--- src/rtl/id_hazard_scoreboard.sv ---
// Decode-stage issue control: per-register pending-write counters stall RAW/WAW hazards.
// Latency: 1 cycle from ID acceptance to ex_valid_o, through a registered valid/ready stage.
// Backpressure: id_ready_o drops on hazard, flush, or a full EX register that execute is not taking.
module id_hazard_scoreboard #(
    parameter int CNT_W = 2,
    parameter int NREGS = 32
) (
    input  logic        clk,
    input  logic        rstn_i,
    input  logic        flush_i,
    input  logic        id_valid_i,
    output logic        id_ready_o,
    input  logic [4:0]  rs1_i,
    input  logic        rs1_used_i,
    input  logic [4:0]  rs2_i,
    input  logic        rs2_used_i,
    input  logic [4:0]  rd_i,
    input  logic        rd_wr_i,
    input  logic [31:0] imm_i,
    output logic        ex_valid_o,
    input  logic        ex_ready_i,
    output logic [4:0]  ex_rs1_o,
    output logic [4:0]  ex_rs2_o,
    output logic [4:0]  ex_rd_o,
    output logic        ex_rd_wr_o,
    output logic [31:0] ex_imm_o,
    input  logic        wb_valid_i,
    input  logic [4:0]  wb_rd_i,
    output logic        busy_o,
    output logic        err_o
);

    localparam logic [CNT_W-1:0] CNT_MAX = '1;

    typedef struct packed {
        logic [4:0]  rs1;
        logic [4:0]  rs2;
        logic [4:0]  rd;
        logic        rd_wr;
        logic [31:0] imm;
    } ex_dat_t;

    logic [CNT_W-1:0] cnt_q [NREGS];
    logic [CNT_W-1:0] cnt_d [NREGS];
    ex_dat_t          ex_dat_q, ex_dat_d;
    logic             ex_vld_q, ex_vld_d;
    logic             err_q, err_d;

    logic [CNT_W-1:0] cnt_rs1, cnt_rs2, cnt_rd, cnt_wb;
    logic             raw_hzd, waw_hzd, hazard;
    logic             issue, wb_act, wb_orphan;
    logic [NREGS-1:0] inc_vec, dec_vec;
    logic             busy;

    assign cnt_rs1 = cnt_q[rs1_i];
    assign cnt_rs2 = cnt_q[rs2_i];
    assign cnt_rd  = cnt_q[rd_i];
    assign cnt_wb  = cnt_q[wb_rd_i];

    // Hazards look only at registered counts; a same-cycle writeback does not unblock.
    assign raw_hzd = (rs1_used_i && (rs1_i != 5'd0) && (cnt_rs1 != '0))
                   || (rs2_used_i && (rs2_i != 5'd0) && (cnt_rs2 != '0));
    assign waw_hzd = rd_wr_i && (rd_i != 5'd0) && (cnt_rd == CNT_MAX);
    assign hazard  = raw_hzd || waw_hzd;

    assign id_ready_o = !flush_i && !hazard && (!ex_vld_q || ex_ready_i);
    assign issue      = id_valid_i && id_ready_o;
    assign wb_act     = wb_valid_i && !flush_i && (wb_rd_i != 5'd0);

    // A writeback with nothing pending is only legal if an issue to that register lands this cycle.
    assign wb_orphan = wb_act && (cnt_wb == '0)
                     && !(issue && rd_wr_i && (rd_i == wb_rd_i));

    assign inc_vec = (issue && rd_wr_i) ? ((NREGS'(1) << rd_i) & ~NREGS'(1)) : '0;
    assign dec_vec = wb_act ? ((NREGS'(1) << wb_rd_i) & ~NREGS'(1)) : '0;

    always_comb begin
        for (int r = 0; r < NREGS; r++) begin
            cnt_d[r] = cnt_q[r];
            if (flush_i) begin
                cnt_d[r] = '0;
            end else if (inc_vec[r] && !dec_vec[r]) begin
                cnt_d[r] = cnt_q[r] + CNT_W'(1);
            end else if (dec_vec[r] && !inc_vec[r] && (cnt_q[r] != '0)) begin
                cnt_d[r] = cnt_q[r] - CNT_W'(1);
            end
        end
        cnt_d[0] = '0;
    end

    always_comb begin
        ex_vld_d = ex_vld_q;
        ex_dat_d = ex_dat_q;
        if (flush_i) begin
            ex_vld_d = 1'b0;
        end else if (issue) begin
            ex_vld_d       = 1'b1;
            ex_dat_d.rs1   = rs1_i;
            ex_dat_d.rs2   = rs2_i;
            ex_dat_d.rd    = rd_i;
            ex_dat_d.rd_wr = rd_wr_i;
            ex_dat_d.imm   = imm_i;
        end else if (ex_ready_i) begin
            ex_vld_d = 1'b0;
        end
    end

    assign err_d = err_q || wb_orphan;

    always_comb begin
        busy = 1'b0;
        for (int r = 0; r < NREGS; r++) begin
            busy = busy || (cnt_q[r] != '0);
        end
    end

    always_ff @(posedge clk or negedge rstn_i) begin
        if (!rstn_i) begin
            for (int r = 0; r < NREGS; r++) begin
                cnt_q[r] <= '0;
            end
            ex_vld_q <= 1'b0;
            ex_dat_q <= '0;
            err_q    <= 1'b0;
        end else begin
            for (int r = 0; r < NREGS; r++) begin
                cnt_q[r] <= cnt_d[r];
            end
            ex_vld_q <= ex_vld_d;
            ex_dat_q <= ex_dat_d;
            err_q    <= err_d;
        end
    end

    assign ex_valid_o = ex_vld_q;
    assign ex_rs1_o   = ex_dat_q.rs1;
    assign ex_rs2_o   = ex_dat_q.rs2;
    assign ex_rd_o    = ex_dat_q.rd;
    assign ex_rd_wr_o = ex_dat_q.rd_wr;
    assign ex_imm_o   = ex_dat_q.imm;
    assign busy_o     = busy;
    assign err_o      = err_q;

endmodule

--- config.mk ---
export PLATFORM = sky130hd
export DESIGN_NAME = id_hazard_scoreboard
export DESIGN_NICKNAME = d
export VERILOG_FILES = /design/src/rtl/id_hazard_scoreboard.sv
export SDC_FILE = /design/constraint.sdc
export NUM_CORES = 1
export LEC_CHECK = 0
export BUFFER_PORTS_ARGS = -buffer_cell sky130_fd_sc_hd__buf_2
export CAP_MARGIN = 20
export CORE_ASPECT_RATIO = 2
export CORE_MARGIN = 2
export CORE_UTILIZATION = 32
export DETAILED_ROUTE_END_ITERATION = 10
export HOLD_SLACK_MARGIN = 0.06
export SYNTH_ARGS = -nofsm -noshare
export SYNTH_HDL_FRONTEND = slang
export SYNTH_SLANG_ARGS = --single-unit
--- constraint.sdc ---
create_clock -name clk -period 6.76 [get_ports clk]
set_input_delay 0.338 -clock clk [delete_from_list [all_inputs] [get_ports clk]]
set_output_delay 0.338 -clock clk [all_outputs]
set_load 0.01 [all_outputs]
After elaboration in Yosys (flattened, before gate mapping):

Cells that the tools add are included.

* word-level logic and storage cells: 502
* input bits: 61
* register bits: 112

* bitwise logic cells: 5
* shift-type cells: 2
* $add $sub $neg: 62
* muxes and demuxes: 110
* reduce and logical (&&, ||, !) cells: 279
* eq/ne operators: 2
* magnitude comparators: 4

Operators with widths (count)
* 2-bit two-way mux: 101
* 1-bit logical AND: 108
* 3-bit nonzero test: 32
* 1-bit logical NOT: 66
* 2-bit nonzero test: 33
* 32-bit two-way mux: 2
* 1-bit by 5-bit << shifter with 32-bit output (first input constant): 2
* 2-bit by 1-bit adder with 2-bit output (second input constant): 31
* 2-bit by 1-bit subtractor with 2-bit output (second input constant): 31
* 2-bit binary-select mux with 5-bit select: 4
* 1-bit logical OR: 34
* 6-bit greater-or-equal comparator (second input constant): 4
* 5-bit NOT with 6-bit output: 4
* 5-bit nonzero test: 4
* 5-bit == test: 1
* 1-bit two-way mux: 3
* 2-bit == test (second input constant): 1
* 2-bit logical NOT: 1
* 2-bit AND reduction: 1
* 1-bit NOT: 1

Logic depth before layout (Yosys ltp):

* depth in word-level cells: 31
* mapped depth: 13

Least setup slack after synthesis:

OpenSTA, ideal clock, no wires.

* kind: input port to flip-flop
* from: in rd_i[2]
* to: reg cnt_q[0] in the netlist's numbering
* stages: 8
* setup slack: 3.994 ns
* buffers on the path: 2
* arrival: 2.628 ns
* cell sequence: clkbuf_1 > mux4_2 > a2111oi_4 > nand3_1 > buf_6 > or4_1 > a221oi_2 > a211oi_1

* cells in the longest elaborated chain, start to end: 17

RTL lines
* start: declaration: RTL line 17 `input logic [4:0] rd_i,`
* 5-bit NOT with 6-bit output (implied by the code): RTL line 57 `assign cnt_rd = cnt_q[rd_i];`
* 2-bit binary-select mux with 5-bit select: RTL line 57
* 2-bit two-way mux (implied by the code) (2 in series): RTL line 57
* 2-bit == test: RTL line 63 `assign waw_hzd = rd_wr_i && (rd_i != 5'd0) && (cnt_rd == CNT_MAX);`
* 1-bit logical AND: RTL line 63
* 1-bit logical OR: RTL line 64 `assign hazard = raw_hzd || waw_hzd;`
* 1-bit logical NOT: RTL line 66 `assign id_ready_o = !flush_i && !hazard && (!ex_vld_q || ex_ready_i);`
* 1-bit logical AND (2 in series): RTL line 66
* 1-bit logical AND: RTL line 67 `assign issue = id_valid_i && id_ready_o;`
* 1-bit logical AND: RTL line 74 `assign inc_vec = (issue && rd_wr_i) ? ((NREGS'(1) << rd_i) & ~NREGS'(1)) : '0;`
* 32-bit two-way mux (*): RTL line 74
* 1-bit logical NOT: RTL line 84 `end else if (dec_vec[r] && !inc_vec[r] && (cnt_q[r] != '0)) begin`
* 1-bit logical AND (2 in series): RTL line 84
* 3-bit nonzero test (no source line)
* end signal: indexed assignment: RTL line 127 `cnt_q[r] <= cnt_d[r];`
* end: declaration: RTL line 43 `logic [CNT_W-1:0] cnt_q [NREGS];`

Mark *: on every way between the ends. The rest lies on a longest branch, timed or not. The select of a mux whose other input is x is not followed.
A chain may end at the register's enable or synchronous reset.

Worst setup path in the final report:

* from: reg cnt_q[22] in the netlist's numbering
* to: out id_ready_o

* cells in the longest elaborated chain, start to end: 10

RTL lines
* 2-bit binary-select mux with 5-bit select, on equally long branches: RTL line 55, 56
* 2-bit two-way mux, on equally long branches (2 in series): RTL line 55, 56
* 2-bit nonzero test, on equally long branches: RTL line 61, 62
* 1-bit logical AND, on equally long branches: RTL line 61, 62
* 1-bit logical OR: RTL line 62 `|| (rs2_used_i && (rs2_i != 5'd0) && (cnt_rs2 != '0));`
* 1-bit logical OR (*): RTL line 64
* 1-bit logical NOT (*): RTL line 66
* 1-bit logical AND (*) (2 in series): RTL line 66
* end: declaration: RTL line 12 `output logic id_ready_o,`

Marked as above.

==> run summary <==
status -> finished clean
CP required -> 6.42 ns
RSZ-0062 raised after global routing -> no
initial drt markers -> 411
Detail Route Antenna Nets -> 0
CP endpoint kind -> output pin
number of global-route vias before repair -> 7,313
Initial Util -> 32.5%
vias per cell -> 6.10
Filler cells -> 2,457
GRT Util Overall -> 20.9%
ys async rst share -> 100%
Setup WS post-layout -> 2.71 ns
postcts setup bufs -> 0
CTS tree -> built
CTS buffer count -> 9
global-route wire length before repair -> 40,700 um
clock skew -> 0.00961 ns
placed cells -> 1,183
Worst Tran Pin Value -> 1.08 ns
worst-case reg-to-reg path depth -> 8
Post-Syn Area -> 7780 um2
Hold-fix buffers, CTS -> 1
core footprint -> 23,900 um2
achievable clock frequency -> 0.247 GHz
Layout Area Growth over Synthesis -> 12.9%
gpl congestion -> 0.974
I/O pin cnt -> 113
Post-synth top flop -> dfrtp_1
final WL -> 26,600 um
Die H -> 225 um
die area -> 25,700 um2
max layer used -> met4
Final Hold Viols -> 0
FF+latch area -> 2800 um2
PD cells -> 200 nW/um2
htree depth -> 3
footprint of the multi-input gates -> 4600 um2
port bufs -> 112
CTS clock-pin slew for the worst setup and hold paths -> 0.08 ns
DRC -> 0
period utilisation layout -> 60.0%
placed instance area -> 8440 um2
P_leak -> 3.41 nW
main combinational cell family by area after synthesis -> simple AND/OR/NAND/NOR gates
reg-to-reg slack, setup -> 2.81 ns
final worst path period need -> 4.05 ns
clk buf depth -> 2
First-pass DRT Iterations -> 5
number of synthesized flops with an enable pin -> 0
RR Startpoint -> cnt_q[22]
Met2 Wirelength -> 13,900 um
Clock Latency Late Sink -> 0.38 ns
WS Path Type -> reg2out
Synth cell types -> 77
Post-synth top cells -> dfrtp_1 (112), nor2_1 (83), nand2_1 (75), a21oi_1 (58), mux2_2 (57)
Hold Path End -> ex_imm_o[7]
Hold Path Stages -> 2
Worst Hold Launch -> imm_i[7]
non-filler cells, final -> 1,201
post-DP HPWL -> 19,700 um
max cap viols -> 0
fin area -> 8780 um2
post-synthesis adder-cell area fraction -> 0%
post-synthesis simple-gate area fraction -> 25.3%
ranking of synthesized cells by area -> dfrtp_1 (36%), mux2_2 (8.2%), mux4_2 (6.1%), nor2_1 (4.0%), a21oi_1 (3.7%)
top cell type's share of synthesized area -> 36.0%
critical path arrival -> 3.72 ns
Gate Count Post-Synth -> 839
DR vias -> 7,329
RR Endpoint -> ex_rs2_o[3]
Final nets -> 969
XOR/XNOR share of the synthesized area -> 1.69%
worst vdd ir -> 0.000165 V
DR WL met3 -> 1200 um
row count -> 80
DP Worst Slack -> 2.55 ns
#FFs+latches synth -> 112
top-count cell post-synth -> dfrtp_1
Compound-Gate Fraction of Synth Area -> 16.6%
Die Span X -> 114 um
YS warnings -> 0
sequential share of the synthesized area -> 36.0%
relative slew slack -> 27.8%
Worst setup SP type -> register
GRT overflow -> 0
post-cts sizing count -> 0
clk sinks -> 112
Setup TNS -> 0 ns
syn avg cell area -> 9.28 um2
Routed WL per cell -> 22.1 um
Max FO, Critical Path -> 20
largest area contributor in the netlist -> dfrtp_1
initial antenna violation count -> 1
Post-Route M1 WL -> 9070 um
ratio of cells with drive above 1 in the final layout -> 26.1%
Final Slew Violations -> 0
Setup Viol. Count Final -> 0
Root Buffer -> clkbuf_16
largest net degree at the start of global routing -> 65
syn_nets -> 900
Tightest Hold Check Type -> in2reg
post-synthesis mux area share -> 15.4%
## cell families after synthesis
group	Yosys count
buffers and inverters	78
flip-flops	112
multiplexers	85
AND/OR/NAND/NOR	360
AO/OA/AOI/OAI	189
XOR/XNOR	15
## cells in the final DEF, fill, tap and decap left out, types with 7 or more instances in the layout
cell,instances
xnor2_1,7
buf_2,111
o211ai_1,7
nand3_1,41
a211oi_1,9
inv_1,15
nor3_1,17
buf_4,9
nor3b_1,11
o21ai_0,38
a21oi_1,58
mux4_2,21
nand2b_1,13
nor2_1,83
xor2_1,8
nand2_1,75
clkbuf_16,9
mux2_2,57
nor2b_1,10
and2_1,12
nor4_1,21
o32ai_1,8
dfrtp_1,112
and3_1,11
a31oi_1,8
nand4_1,21
## worst max-delay path, cell delays in order, from the launching register on
cell and delay, ns:
dfrtp_1 0.42, nor2_1 0.47, o311ai_0 0.21, o311a_1 0.39, o22ai_1 0.29, a211o_1 0.27, nand3_2 0.34, inv_1 0.65
buf_2 0.29
## registers in the layout, indices dropped and copies added, names as in the netlist
register / flops
ex_rs1_o: 5
ex_rs2_o: 5
ex_valid_o: 1
err_o: 1
cnt_q: 62
ex_rd_wr_o: 1
ex_imm_o: 32
ex_rd_o: 5
## area by class of cell
class | instances | share of cell area (%)
Timing Repair Buffer | 121 | 7.21
Antenna cell | 1 | 0.0285
Multi-Input combinational cell | 649 | 52.4
Sequential cell | 112 | 31.9
Clock buffer | 9 | 2.56
Inverter | 15 | 0.641
Clock inverter | 7 | 1.17
Tap cell | 287 | 4.09
## per-layer routing
layer  vias to the layer above  track usage, %
li1                       3294               -
met1                      3603            21.1
met2                       320            37.1
met3                       112            2.94
met4                         0            17.2
met5                         -               0
## stage by stage
step                util [%]  hold slack [ns]  total power, mW
detailed placement      35.3            0.426             1.17
finish                  36.7            0.185             1.76
global placement        35.3            0.421             1.16
CTS                     36.7            0.173             1.78
global route            36.7            0.179             1.83
floorplan                  -           0.0424             1.01
## where the power goes
group / total [mW] / internal, mW / switching, mW
clock network: 0.610 / 0.329 / 0.281
logic: 0.370 / 0.153 / 0.217
registers: 0.779 / 0.744 / 0.0353
total: 1.76 / 1.23 / 0.534
## worst max-delay path by stage
stage                     startpoint          end  slack [ns]  cells past startpoint
after floorplan              rd_i[2]     cnt_q[0]        3.99                      8
after global placement       rd_i[1]  ex_rs1_o[1]        2.61                      8
after detailed placement     rd_i[1]  ex_rs2_o[3]        2.55                      8
after CTS                  cnt_q[22]   id_ready_o        2.77                      8
after global routing        cnt_q[6]   id_ready_o        2.51                      8
final                      cnt_q[22]   id_ready_o        2.71                      8
Power figures use the tool's default switching activity.
